File: src/rtl/out_port_pkg.sv
// out_port_pkg: shared definitions for the CPU output-port buffer.
//   OUT_DW             default data width of the output port
//   OUT_DEPTH_DEFAULT  default FIFO depth
//   fill_state_e       EMPTY / PARTIAL / FULL view of the occupancy count
//   wrap_inc()         pointer increment modulo an arbitrary depth
package out_port_pkg;

    localparam int OUT_DW            = 8;
    localparam int OUT_DEPTH_DEFAULT = 4;

    typedef enum logic [1:0] {
        FILL_EMPTY   = 2'd0,
        FILL_PARTIAL = 2'd1,
        FILL_FULL    = 2'd2
    } fill_state_e;

    // Depth need not be a power of two, so wrap explicitly instead of
    // relying on natural pointer overflow.
    function automatic int unsigned wrap_inc(input int unsigned ptr,
                                             input int unsigned depth);
        return (ptr == depth - 1) ? 0 : ptr + 1;
    endfunction

endpackage

File: src/rtl/out_port_fifo_mem.sv
// out_port_fifo_mem: DEPTH x DW register array backing the output-port FIFO.
//   clk    in   write clock, rising edge
//   we     in   write enable
//   waddr  in   write address
//   wdata  in   write data
//   raddr  in   read address (asynchronous read)
//   rdata  out  mem[raddr]
// Storage has no reset; contents are only meaningful behind the read pointer
// of an occupied slot.
module out_port_fifo_mem
    import out_port_pkg::*;
#(
    parameter int DW    = OUT_DW,
    parameter int DEPTH = OUT_DEPTH_DEFAULT,
    parameter int AW    = $clog2(DEPTH)
) (
    input  logic          clk,
    input  logic          we,
    input  logic [AW-1:0] waddr,
    input  logic [DW-1:0] wdata,
    input  logic [AW-1:0] raddr,
    output logic [DW-1:0] rdata
);

    logic [DW-1:0] mem_q [DEPTH];

    always_ff @(posedge clk) begin
        if (we) begin
            mem_q[waddr] <= wdata;
        end
    end

    assign rdata = mem_q[raddr];

endmodule

File: src/rtl/out_port_buffer.sv
// out_port_buffer: captures CPU output-port writes in a show-ahead FIFO and
// drains them to an external peripheral over valid/ready.
//   clk, rst         clock (rising) and asynchronous active-high reset
//   out_we/out_data  CPU output write strobe and data
//   O_Port           registered copy of the last accepted CPU write
//   ext_valid        FIFO head available
//   ext_data         FIFO head (show-ahead)
//   ext_ready        peripheral takes the head this cycle
//   stall            backpressure to the CPU (optional feature)
//   count            occupancy, 0..DEPTH
//   overflow         sticky flag: a write was dropped on a full FIFO
//   clr_ovf          synchronous clear of overflow (a new drop wins)
// Build option: define OUT_PORT_STALL_EN to drive stall = full && !ext_ready;
// otherwise stall is tied low and the CPU never waits.
module out_port_buffer
    import out_port_pkg::*;
#(
    parameter int DW    = OUT_DW,
    parameter int DEPTH = OUT_DEPTH_DEFAULT,
    localparam int AW   = $clog2(DEPTH)
) (
    input  logic          clk,
    input  logic          rst,
    input  logic          out_we,
    input  logic [DW-1:0] out_data,
    output logic [DW-1:0] O_Port,
    output logic          ext_valid,
    output logic [DW-1:0] ext_data,
    input  logic          ext_ready,
    output logic          stall,
    output logic [AW:0]   count,
    output logic          overflow,
    input  logic          clr_ovf
);

    localparam logic [AW:0] CNT_FULL = (AW + 1)'(DEPTH);
    localparam logic [AW:0] CNT_ONE  = (AW + 1)'(1);

    logic [AW-1:0] wr_ptr_q, wr_ptr_d;
    logic [AW-1:0] rd_ptr_q, rd_ptr_d;
    logic [AW:0]   count_q, count_d;
    logic [DW-1:0] o_port_q, o_port_d;
    logic          overflow_q, overflow_d;

    fill_state_e   fill;
    logic          push, pop, drop;

    always_comb begin
        fill = FILL_PARTIAL;
        if (count_q == '0) begin
            fill = FILL_EMPTY;
        end else if (count_q == CNT_FULL) begin
            fill = FILL_FULL;
        end

        // A pop frees a slot on the same edge, so a full FIFO still takes
        // the write when the peripheral drains in that cycle.
        pop  = (fill != FILL_EMPTY) && ext_ready;
        push = out_we && ((fill != FILL_FULL) || pop);
        drop = out_we && !push;

        wr_ptr_d   = wr_ptr_q;
        rd_ptr_d   = rd_ptr_q;
        count_d    = count_q;
        o_port_d   = o_port_q;
        overflow_d = overflow_q;

        if (push) begin
            wr_ptr_d = AW'(wrap_inc(32'(wr_ptr_q), DEPTH));
            o_port_d = out_data;
        end
        if (pop) begin
            rd_ptr_d = AW'(wrap_inc(32'(rd_ptr_q), DEPTH));
        end

        case ({push, pop})
            2'b10:   count_d = count_q + CNT_ONE;
            2'b01:   count_d = count_q - CNT_ONE;
            default: count_d = count_q;
        endcase

        // Set has priority over clear so a drop is never lost.
        if (drop) begin
            overflow_d = 1'b1;
        end else if (clr_ovf) begin
            overflow_d = 1'b0;
        end
    end

    always_ff @(posedge clk or posedge rst) begin
        if (rst) begin
            wr_ptr_q   <= '0;
            rd_ptr_q   <= '0;
            count_q    <= '0;
            o_port_q   <= '0;
            overflow_q <= 1'b0;
        end else begin
            wr_ptr_q   <= wr_ptr_d;
            rd_ptr_q   <= rd_ptr_d;
            count_q    <= count_d;
            o_port_q   <= o_port_d;
            overflow_q <= overflow_d;
        end
    end

    out_port_fifo_mem #(
        .DW    (DW),
        .DEPTH (DEPTH),
        .AW    (AW)
    ) u_mem (
        .clk   (clk),
        .we    (push),
        .waddr (wr_ptr_q),
        .wdata (out_data),
        .raddr (rd_ptr_q),
        .rdata (ext_data)
    );

    assign O_Port    = o_port_q;
    assign ext_valid = (fill != FILL_EMPTY);
    assign count     = count_q;
    assign overflow  = overflow_q;

`ifdef OUT_PORT_STALL_EN
    assign stall = (fill == FILL_FULL) && !ext_ready;
`else
    assign stall = 1'b0;
`endif

endmodule

File: config.mk
export PLATFORM = sky130hd
export DESIGN_NAME = out_port_buffer
export DESIGN_NICKNAME = d
export VERILOG_FILES = /design/src/rtl/out_port_pkg.sv /design/src/rtl/out_port_fifo_mem.sv /design/src/rtl/out_port_buffer.sv
export SDC_FILE = /design/constraint.sdc
export NUM_CORES = 1
export LEC_CHECK = 0
export BUFFER_PORTS_ARGS = -buffer_cell sky130_fd_sc_hd__buf_2
export CORE_MARGIN = 1.5
export CORE_UTILIZATION = 50
export DETAILED_ROUTE_END_ITERATION = 6
export PLACE_DENSITY = 0.76
export SYNTH_ARGS = -nofsm -noshare
export SYNTH_HDL_FRONTEND = slang
export SYNTH_SLANG_ARGS = --single-unit
File: constraint.sdc
create_clock -name clk -period 3.6 [get_ports clk]
set_input_delay 0.72 -clock clk [delete_from_list [all_inputs] [get_ports clk]]
set_output_delay 0.72 -clock clk [all_outputs]
set_load 0.02 [all_outputs]
-- Yosys cells after proc, flatten, opt, wreduce, memory -nomap -nowiden
Memories as Yosys holds them, arrays and structs flattened.
Cells that the tools add are included.
- add/subtract/negate cells: 4
- equal/unequal tests: 6
- mux-type cells: 9
- reduce and logical (&&, ||, !) cells: 9
- operators with widths (operator ; count):
    $mux W2 ; 4
    $eq A2 B2 Y1 const B ; 3
    $pmux W3 S2 ; 1
    $reduce_bool A2 Y1 ; 3
    $add A2 B1 Y2 const B ; 2
    $mux W1 ; 4
    $add A3 B1 Y3 const B ; 1
    $eq A3 B3 Y1 const B ; 1
    $logic_and A1 B1 Y1 ; 3
    $logic_not A3 Y1 ; 1
    $sub A3 B1 Y3 const B ; 1
    $eq A2 B1 Y1 const B ; 1
    $ne A2 B2 Y1 const B ; 1
    $logic_not A1 Y1 ; 1
    $logic_or A1 B1 Y1 ; 1
- flip-flop bits (word level): 16
- bits in writable memories: 32
- input port bits: 13
- output and inout bits: 22
- memories: 1
- memories (name ; words ; width ; read ports ; clocked after memory_dff ; wr ports ; line ; RTL):
    u_mem.mem_q ; 4 ; 8 ; 1 ; 0 ; 1 ; out_port_fifo_mem.sv:25 ; logic [DW-1:0] mem_q [DEPTH];

-- Logic depth before layout (Yosys ltp)
Gate-level depths: netlist of the first run.
- depth in word-level cells: 10
- mapped depth: 7

-- Hierarchy
Synthesis of the first run repeated with hierarchy kept, for this count alone.
- cells, all modules: 101
- area total of the unflattened synthesis: 1964.4 sq um
- by module, submodules not included (module ; times used ; cells each ; area each (sq um)):
    out_port_fifo_mem ; 1 ; 46 ; 1188.6
    out_port_buffer ; 1 ; 55 ; 775.7

-- Worst setup path before layout of the first run
Ideal clock, no wire load.
- path kind: input port to flip-flop
- start: in ext_ready
- end: reg count_q[2], in the netlist count[2]
- setup time: 0.080 ns
- arrival time: 2.064 ns
- slack: 1.456 ns
- stages: 7
- cell sequence: buf_2 o31a_2 nand2b_1 fa_1 nand2b_1 o32ai_1 xor2_1
- cells in the longest elaborated chain, start to end: 5
- elaborated cells on any way between the ends: 7
- RTL lines (element ; line ; RTL):
    start: declaration ; out_port_buffer.sv:29 ; input logic ext_ready,
    $logic_and A1 B1 Y1 (*) ; out_port_buffer.sv:58 ; pop = (fill != FILL_EMPTY) && ext_ready;
    $logic_or A1 B1 Y1 ; out_port_buffer.sv:59 ; push = out_we && ((fill != FILL_FULL) || pop);
    $logic_and A1 B1 Y1 ; out_port_buffer.sv:59 ;
    $eq A2 B1 Y1 or $eq A2 B2 Y1 (tied branches) ; out_port_buffer.sv:76 ; case ({push, pop})
    $pmux W3 S2 or $reduce_bool A2 Y1 (tied branches) ; - ;
    end signal: assignment ; out_port_buffer.sv:100 ; count_q <= count_d;
    end: declaration ; out_port_buffer.sv:41 ; logic [AW:0] count_q, count_d;
Every way passes the cells marked *; elsewhere a longest branch is shown, timed or not.
A chain may end at the register's enable or synchronous reset.

-- Worst setup path after layout of the first run
- start: reg rd_ptr_q[0]
- end: out ext_data[5]
- cells in the longest elaborated chain, start to end: 1
- RTL lines (element ; line ; RTL):
    start: declaration ; out_port_buffer.sv:40 ; logic [AW-1:0] rd_ptr_q, rd_ptr_d;
    start signal: assignment ; out_port_buffer.sv:99 ; rd_ptr_q <= rd_ptr_d;
    $mem_v2 Z4 W8 ; - ;
    end: declaration ; out_port_buffer.sv:28 ; output logic [DW-1:0] ext_data,
Every way passes these cells.

==> results by group, run 1 <==
Run status
  • Status: completed

Route
  • Routed wire per std cell: around 18 um
  • DRC viols: 0
  • Initial DRC count: 71
  • Antenna-violating nets left: 0
  • Pre-antenna DRT Iters: 6
  • Total Wirelength: roughly 3600 um
  • Via density per instance: between 5 and 6
  • Vias: between 1000 and 1500

Timing
  • Final Cycle Share: 69.6%
  • Peak Freq: around 0.40 GHz
  • Worst-margin pin slew: 0.732 ns
  • Final setup margin: 1.09 ns
  • RSZ-0062 raised after global routing: false
  • TNS Setup: 0 ns
  • Finish-stage setup viols: 0
  • Final hold viol count: 0
  • Final Slew Violations: 0
  • Worst slew margin: 50.9%
  • Period minus WS final: about 2.5 ns
  • Layout Skew: 0.00902 ns

Floorplanning
  • Core area: 0.00400 sq mm
  • Site row count: 23
  • Die height: 67.6 um
  • Io pins: 35
  • Chip Width: between 60 and 70 um
  • Die Area: around 0.0046 sq mm
  • Starting density of the core: a little over half

Clocking
  • H-tree Lvls: 2
  • Clock root buffer: clkbuf_8
  • TritonCTS clock tree: built
  • Clk sinks: 48
  • TritonCTS Buffers: 5
  • Clock Path Buffers: 2
  • CTS clk-pin slew, worst paths: roughly 0.090 ns
  • Clock Latency Late Sink: ~0.3 ns
  • Post_cts resized: 0
  • # Post-CTS Setup Buffers: 0
  • Hold_buf cts: 0

Finish
  • Number of diodes: 0
  • Layout cells sized above 1: 44.7%
  • Filler cell count: about 290
  • Area grow syn2layout: 14.0%
  • # nets final: between 150 and 200

Synth
  • Sequential fraction of the synthesis area: around two thirds
  • Synth unique cells: 34
  • Synthesized net count: approximately 140
  • Ys Warns: 0
  • Avg Cell Area, Syn: between 15 and 20 sq um
  • Synth Register Bits: 48
  • Synthesized cell area: roughly 0.0021 sq mm
  • Post-Synthesis Cells: around 120

Critical path
  • Worst path slowest cell: dfrtp_1
  • Data arrival time of the critical path: 1.79 ns
  • Crit-path leading delay family: flip-flops
  • WP buf/inv: 1
  • Slowest Stage Delay on Critical Path: 0.72 ns
  • WP data required: ~2.9 ns
  • Crit-path cells: mux4_2 -> buf_2
  • CP endpoint kind: primary output
  • Class of the most critical setup path: reg -> out
  • Worst setup SP type: flip-flop
  • Critical path peak fanout: 11

Place
  • # port buffers: 33
  • Placed wire-length estimate: 2660 um
  • GPL Wtd Cong: approximately 0.8
  • Worst slack, placed: 1.28 ns

Pwr
  • Lkg Pwr: approximately 0.95 nW
  • Pwr Density: roughly 840 mW/mm^2
  • Peak VDD IR: around 0.4 mV

Worst hold path
  • Hold WC Path Type: in -> async

Flow run
  • Max_cap viols: 0

Global route
  • Vias in the first global route: between 1000 and 1500
  • GR Util All Layers: ~18%
  • First-pass GRT wire length: between 5000 and 6000 um
  • Initial antenna violation count: 0
  • Grt ovf: 0
  • Largest net degree at the start of global routing: 17
[state kept, by name, summed over array words and instances, names as in the netlist]
register,flops
u_mem.mem_q,32
O_Port,8
count,3
rd_ptr_q,2
wr_ptr_q,2
overflow,1
[layout by cell type (no fill, tap or decap)]
cell type and n:
xor2_1 2, o21ba_2 1, edfxtp_1 32, nand2b_1 2, bufinv_16 2, clkbuf_1 1
xnor2_1 1, o31ai_1 1, mux4_2 8, o32ai_1 1, o211ai_1 1, fa_1 1
buf_2 33, o21ai_0 2, nor4b_4 1, and2_2 4, ha_1 5, a21oi_1 1
o31a_2 1, nor2b_1 1, inv_1 7, mux2_4 6, dfrtp_1 16, nand3_1 2
clkbuf_8 5, nor2b_2 1, nor2_1 3, conb_1 1, nor3_1 1, nand2_1 2
mux2_2 6, nand3b_1 1
[metal layers]
layer | global-route usage [%] | up-vias | wire [um]
li1 | - | 496 | -
met1 | 25.0 | 554 | 1660
met2 | 26.5 | 33 | 1720
met3 | 6.00 | 5 | 185
met4 | 6.89 | 0 | 59
met5 | 0 | - | 0
[synth_stat cells, drive strengths merged]
master	n	share of area, %
ha	5	3.0
o31ai	1	0.36
and2	4	1.4
nand3b	1	0.36
o32ai	1	0.42
fa	1	0.96
clkbuf	1	0.18
dfrtp	16	19
nand2	2	0.36
o21ba	1	0.48
edfxtp	32	46
a21oi	1	0.24
nor3	1	0.24
mux4	8	8.6
o31a	1	0.48
buf	7	3.1
xnor2	1	0.42
o21ai	2	0.48
conb	1	0.18
nor4b	1	1.1
nand2b	2	0.60
nor2b	2	0.72
nor2	3	0.54
mux2	12	7.6
inv	7	1.3
nand3	2	0.48
o211ai	1	0.36
xor2	2	0.84
[where the power goes]
part	leakage, nW	switching (mW)	internal, mW	total, mW
combinational	0.399	0.347	0.320	0.667
clock	0.0654	0.175	0.277	0.453
sequential	0.483	0.136	0.731	0.868
[stage by stage]
stage / power (mW) / utilization [%] / hold WS (ns) / cell area (sq um) / cells
final: 1.99 / 59.5 / 0.477 / 2380 / 202
after global routing: 2.09 / 59.5 / 0.536 / 2380 / 202
after detailed placement: 1.56 / 56.2 / 0.495 / 2250 / 194
after floorplan: 1.37 / - / 0.534 / 2090 / 119
after CTS: 2.00 / 59.5 / 0.503 / 2380 / 202
after global placement: 1.51 / 56.2 / 0.488 / 2250 / 194
[path summary, 6_finish.rpt]
check,from,slack (ns),cells after the start,endpoint
min in group clk,O_Port[5],0.51,1,O_Port[5]
min,rst,0.48,2,O_Port[2]
max in group asynchronous,rst,2.71,2,rd_ptr_q[1]
min reg2reg,O_Port[5],0.51,1,O_Port[5]
max reg2reg,count[0],1.57,6,count[1]
max,rd_ptr_q[0],1.09,2,ext_data[5]
[layout make-up]
| class | count | area, sq um | area share (%) |
|---|---|---|---|
| flip-flops and latches | 48 | 1360 | 57.2 |
| multi-input cells | 56 | 632 | 26.6 |
| repair buffers | 33 | 165 | 6.94 |
| clock buffers | 6 | 72.6 | 3.05 |
| well taps | 50 | 62.6 | 2.63 |
| clock inverters | 2 | 60.1 | 2.52 |
| inverters | 7 | 26.3 | 1.10 |
[logic make-up (layout without fill, tap and decap cells)]
logic type | after synthesis | in the layout | share of synthesized area (%)
DFF | 48 | 48 | 65.2
muxes | 20 | 20 | 16.2
and+or+nand+nor | 18 | 18 | 5.88
buffers and inverters | 15 | 48 | 4.50
AOI/OAI and AO/OA | 8 | 8 | 2.82
adders and majority gates | 6 | 6 | 3.96
xor gates and xnor gates | 3 | 3 | 1.26
other | 1 | 1 | 0.180
No activity file was read; power rests on OpenSTA's default activity.
==> run 2: changes to the inputs <==
==> constraint.sdc (replaced) <==
create_clock -name clk -period 2.5 [get_ports clk]
set_input_delay 0.5 -clock clk [delete_from_list [all_inputs] [get_ports clk]]
set_output_delay 0.5 -clock clk [all_outputs]
set_load 0.02 [all_outputs]
==> run 2 against run 1 <==
- wire length fell by 4.2%
- first-iteration DRC count fell by 42%
- clock power fell by 1%
- largest cell class unchanged
- highest routed layer unchanged
- largest power group unchanged
==> results by group, run 2 (same netlist as run 1, synthesis figures left out) <==
Floorplanning
  • Starting density of the core: 52.2%
  • Core area: around 0.004 sq mm
  • Io pins: 35
  • Site row count: 23
  • Die Area: 0.00457 sq mm
  • Chip Width: 67.6 um
  • Die height: roughly 68 um

Critical path
  • Class of the most critical setup path: reg -> out
  • Data arrival time of the critical path: about 1.8 ns
  • Worst path slowest cell: dfrtp_1
  • Worst setup SP type: flip-flop
  • Slowest Stage Delay on Critical Path: 0.72 ns
  • CP endpoint kind: primary output
  • Critical path peak fanout: 11
  • WP data required: 2.00 ns
  • Crit-path cells: mux4_2 -> buf_2

Flow run
  • Max_cap viols: 0

Timing
  • RSZ-0062 raised after global routing: false
  • Final hold viol count: 0
  • TNS Setup: 0 ns
  • Layout Skew: a little under 0.009 ns
  • Finish-stage setup viols: 0
  • Final Slew Violations: 0
  • Peak Freq: about 0.44 GHz
  • Period minus WS final: between 2 and 2.5 ns
  • Worst slew margin: 52.5%
  • Final setup margin: between 0.2 and 0.25 ns
  • Final Cycle Share: around nine tenths
  • Worst-margin pin slew: approximately 0.71 ns

Clocking
  • Post_cts resized: 0
  • Hold_buf cts: 0
  • H-tree Lvls: 2
  • Clock Latency Late Sink: 0.31 ns
  • Clock Path Buffers: 2
  • TritonCTS clock tree: built
  • Clk sinks: between 40 and 50
  • TritonCTS Buffers: 5
  • # Post-CTS Setup Buffers: 0
  • Clock root buffer: clkbuf_8
  • CTS clk-pin slew, worst paths: 0.09 ns

Finish
  • Area grow syn2layout: 12.2%
  • Most flop-heavy register: u_mem.mem_q
  • Commonest cells after routing, fill and taps aside: buf_2, edfxtp_1, dfrtp_1, mux4_2, inv_1
  • Number of diodes: 0
  • Max reg flops: 32
  • Layout cells sized above 1: between 40% and 50%
  • # nets final: 171
  • Most common cell after layout, fill and taps aside: buf_2
  • Final Core Density: between 50% and 60%
  • Filler cell count: about 320

Place
  • # port buffers: 33
  • Worst slack, placed: roughly 0.36 ns
  • GPL Wtd Cong: roughly 0.70
  • Placed wire-length estimate: between 2000 and 2500 um

Global route
  • GR Util All Layers: a little under a fifth
  • Largest net degree at the start of global routing: 17
  • Initial antenna violation count: 0
  • First-pass GRT wire length: between 5000 and 6000 um
  • Vias in the first global route: about 1100
  • Grt ovf: 0

Route
  • Routed wire per std cell: 17.1 um
  • Total Wirelength: 3480 um
  • Antenna-violating nets left: 0
  • Via density per instance: about 5.4
  • Initial DRC count: 41
  • Pre-antenna DRT Iters: 4
  • DRC viols: 0
  • Vias: 1090

Pwr
  • Peak VDD IR: around 0.63 mV
  • Final Power: 2.65 mW
  • Pwr Density: 1130 mW/mm^2
  • Lkg Pwr: around 0.93 nW

Run status
  • Status: completed

Worst hold path
  • Hold WC Path Type: in -> async
run 2: changes by cell type in the layout (fill, tap and decap cells not counted), sizes merged:
cell	previous run	this run
clkbuf	6	5
buf	33	34
clkinv	0	2
inv	7	8
bufinv	2	0
run 2: critical path: cells and delay by family (launching register included):
family | cells | cell delay, ns
flops | 1 | 0.72
mux | 1 | 0.58
buf+inv | 1 | 0.18
run 2: report_power, final:
group	internal [mW]	total, mW	switching [mW]	leakage (nW)
sequential	1.05	1.24	0.190	0.483
clock	0.195	0.447	0.251	0.0460
combinational	0.462	0.958	0.495	0.404
total	1.71	2.65	0.937	0.933
run 2: worst paths after layout:
path                        startpoint     endpoint  slack [ns]  depth (start not counted)
min in group clk               clr_ovf     overflow        0.38                          2
max reg2reg                   count[0]     count[1]        0.48                          6
max                        rd_ptr_q[0]  ext_data[5]        0.22                          2
min                                rst    O_Port[0]        0.29                          2
min reg2reg                  O_Port[7]    O_Port[7]        0.51                          1
max in group asynchronous          rst  rd_ptr_q[1]        1.75                          2
run 2: cell type report:
type                            instances  area, sq um  share of cell area (%)
Multi-Input combinational cell         56          632                    27.0
Timing Repair Buffer                   34          173                    7.38
Sequential cell                        48         1360                    58.2
Inverter                                7         26.3                    1.12
Tap cell                               50         62.6                    2.67
Clock inverter                          3         17.5                   0.748
Clock buffer                            5         68.8                    2.94
run 2: stage by stage:
| step | cells | hold WS (ns) | area [sq um] |
|---|---|---|---|
| floorplan | 119 | 0.414 | 2090 |
| global placement | 195 | 0.485 | 2250 |
| detailed placement | 195 | 0.495 | 2250 |
| CTS | 203 | 0.318 | 2340 |
| global route | 203 | 0.338 | 2340 |
| finish | 203 | 0.294 | 2340 |
run 2: metal layers:
metal / GRT usage (%) / part of all wire, % / vias up
li1: - / - / 500
met1: 22.3 / 41 / 558
met2: 29.4 / 53 / 25
met3: 5.67 / 4.6 / 7
met4: 7.65 / 1.1 / 0
met5: 0 / 0 / -
==> run 3: changes to the inputs <==
--- a/config.mk
+++ b/config.mk
@@ -5,10 +5,12 @@
 export SDC_FILE = /design/constraint.sdc
 export NUM_CORES = 1
 export LEC_CHECK = 0
+export ABC_CLOCK_PERIOD_IN_PS = 2500
 export BUFFER_PORTS_ARGS = -buffer_cell sky130_fd_sc_hd__buf_2
 export CORE_MARGIN = 1.5
 export CORE_UTILIZATION = 50
 export DETAILED_ROUTE_END_ITERATION = 6
+export GPL_TIMING_DRIVEN = 0
 export PLACE_DENSITY = 0.76
 export SYNTH_ARGS = -nofsm -noshare
 export SYNTH_HDL_FRONTEND = slang
==> run 3 against run 2 <==
- sequential cell count unchanged
- critical path depth rose by 1
- design area is 2.6% higher
- global-route usage shrank 1.3 points
- die area is the same
- final cell count is 3.0% higher
- wire length down 3.8%
- clock power grew 1%
- register-to-register slack better by 0.02 ns
- first-iteration DRC count up 51%
- critical path type unchanged
==> results by group, run 3 (same netlist as run 1, synthesis figures left out) <==
Critical path
  • Class of the most critical setup path: reg -> out
  • Setup crit end: ext_data[5]
  • Worst setup SP type: flip-flop
  • R2R cell count: 7
  • CP endpoint kind: primary output
  • WP data required: 2.00 ns
  • Worst path slowest cell: mux4_2
  • Crit-path cells: buf_2 -> mux4_2 -> buf_2
  • Slowest Stage Delay on Critical Path: approximately 0.56 ns
  • CP startpoint: rd_ptr_q[0]
  • Critical path peak fanout: 10
  • Worst R2R Setup Slack: about 0.50 ns
  • CP most frequent cell: buf_2
  • RR Startpoint: count[0]
  • Data arrival time of the critical path: ~1.7 ns
  • Reg2reg end: count[1]

Global route
  • Largest net degree at the start of global routing: 17
  • First-pass GRT wire length: about 5300 um
  • Initial antenna violation count: 0
  • Grt ovf: 0
  • Vias in the first global route: ~1100
  • GR Util All Layers: 16.8%

Route
  • Via density per instance: between 5 and 6
  • Routed wire per std cell: between 15 and 20 um
  • Total Wirelength: 3340 um
  • Antenna-violating nets left: 0
  • Vias: approximately 1100
  • Initial DRC count: between 60 and 70
  • Pre-antenna DRT Iters: 4
  • DRC viols: 0

Pwr
  • Pwr Density: about 1100 mW/mm^2
  • Peak VDD IR: around 0.58 mV
  • Lkg Pwr: 0.956 nW

Finish
  • Commonest cells after routing, fill and taps aside: buf_2, edfxtp_1, dfrtp_1, mux4_2, inv_1
  • Filler cell count: roughly 300
  • Number of diodes: 0
  • Most flop-heavy register: u_mem.mem_q
  • Max reg flops: 32
  • Area grow syn2layout: 15.1%
  • Layout cells sized above 1: roughly 47%
  • # nets final: 177
  • Most common cell after layout, fill and taps aside: buf_2

Clocking
  • CTS clk-pin slew, worst paths: 0.09 ns
  • Clock root buffer: clkbuf_8
  • # Post-CTS Setup Buffers: 0
  • Post_cts resized: 0
  • TritonCTS Buffers: 5
  • Hold_buf cts: 0
  • Clk sinks: between 40 and 50
  • Clock Path Buffers: 2
  • TritonCTS clock tree: built
  • H-tree Lvls: 2
  • Clock Latency Late Sink: 0.30 ns

Floorplanning
  • Die height: roughly 68 um
  • Die Area: around 0.0046 sq mm
  • Site row count: 23
  • Io pins: 35
  • Core area: between 0.004 and 0.005 sq mm
  • Chip Width: 67.6 um
  • Starting density of the core: ~52%

Place
  • Placed wire-length estimate: ~2400 um
  • GPL Wtd Cong: just over 0.7
  • # port buffers: 32

Timing
  • Final Cycle Share: 87.3%
  • Peak Freq: approximately 0.46 GHz
  • Period minus WS final: about 2.2 ns
  • Final hold viol count: 0
  • Worst-margin pin slew: roughly 0.67 ns
  • TNS Setup: 0 ns
  • RSZ-0062 raised after global routing: false
  • Final Slew Violations: 0
  • Layout Skew: roughly 0.0054 ns
  • Hold Slack: 0.282 ns
  • Finish-stage setup viols: 0
  • Worst slew margin: a little under three fifths

Worst hold path
  • Hold WC Path Type: in -> async

Flow run
  • Max_cap viols: 0

Run status
  • Status: completed
-- run 3: area by class of cell --
| cell class | count | area, sq um | area share [%] |
|---|---|---|---|
| plain buffers | 8 | 67.6 | 2.81 |
| flip-flops and latches | 48 | 1360 | 56.7 |
| inverters | 7 | 26.3 | 1.09 |
| clock inverters | 3 | 23.8 | 0.990 |
| repair buffers | 32 | 160 | 6.67 |
| multi-input cells | 56 | 632 | 26.3 |
| well taps | 50 | 62.6 | 2.60 |
| clock buffers | 5 | 68.8 | 2.86 |
-- run 3: how the worst min path moves through the flow --
stage / startpoint / end / slack, ns
final: rst / O_Port[6] / 0.28
after floorplan: rst / O_Port[0] / 0.41
after global placement: O_Port[5] / O_Port[5] / 0.49
after CTS: rst / O_Port[5] / 0.32
after detailed placement: O_Port[2] / O_Port[2] / 0.50
after global routing: rst / wr_ptr_q[1] / 0.34
-- run 3: critical path: cells and delay by family, from the launching register on --
kind	cells	cell delay (ns)
buffers and inverters	2	0.48
DFF	1	0.35
muxes	1	0.56
-- run 3: layer usage --
metal	wire length (um)	up-vias	GRT usage [%]
met5	0	-	0
met4	42	0	7.14
met3	177	5	4.00
met2	1760	34	28.3
met1	1360	539	20.7
li1	-	511	-
-- run 3: power breakdown --
group | internal (mW) | total [mW] | switching [mW] | leakage, nW
Combinational | 0.503 | 1.10 | 0.593 | 0.432
Clock | 0.198 | 0.452 | 0.254 | 0.0404
Sequential | 1.05 | 1.16 | 0.105 | 0.483
Total | 1.75 | 2.71 | 0.951 | 0.956
-- run 3: per-stage QoR --
step | cells | cell area, sq um | utilization [%] | power [mW] | worst slack (ns)
finish | 209 | 2400 | 60.1 | 2.71 | 0.318
global route | 209 | 2400 | 60.1 | 2.88 | 0.207
CTS | 209 | 2400 | 60.1 | 2.74 | 0.280
detailed placement | 201 | 2310 | 57.7 | 2.29 | 0.404
global placement | 201 | 2310 | 57.7 | 2.22 | 0.477
floorplan | 119 | 2090 | - | 1.98 | 0.526
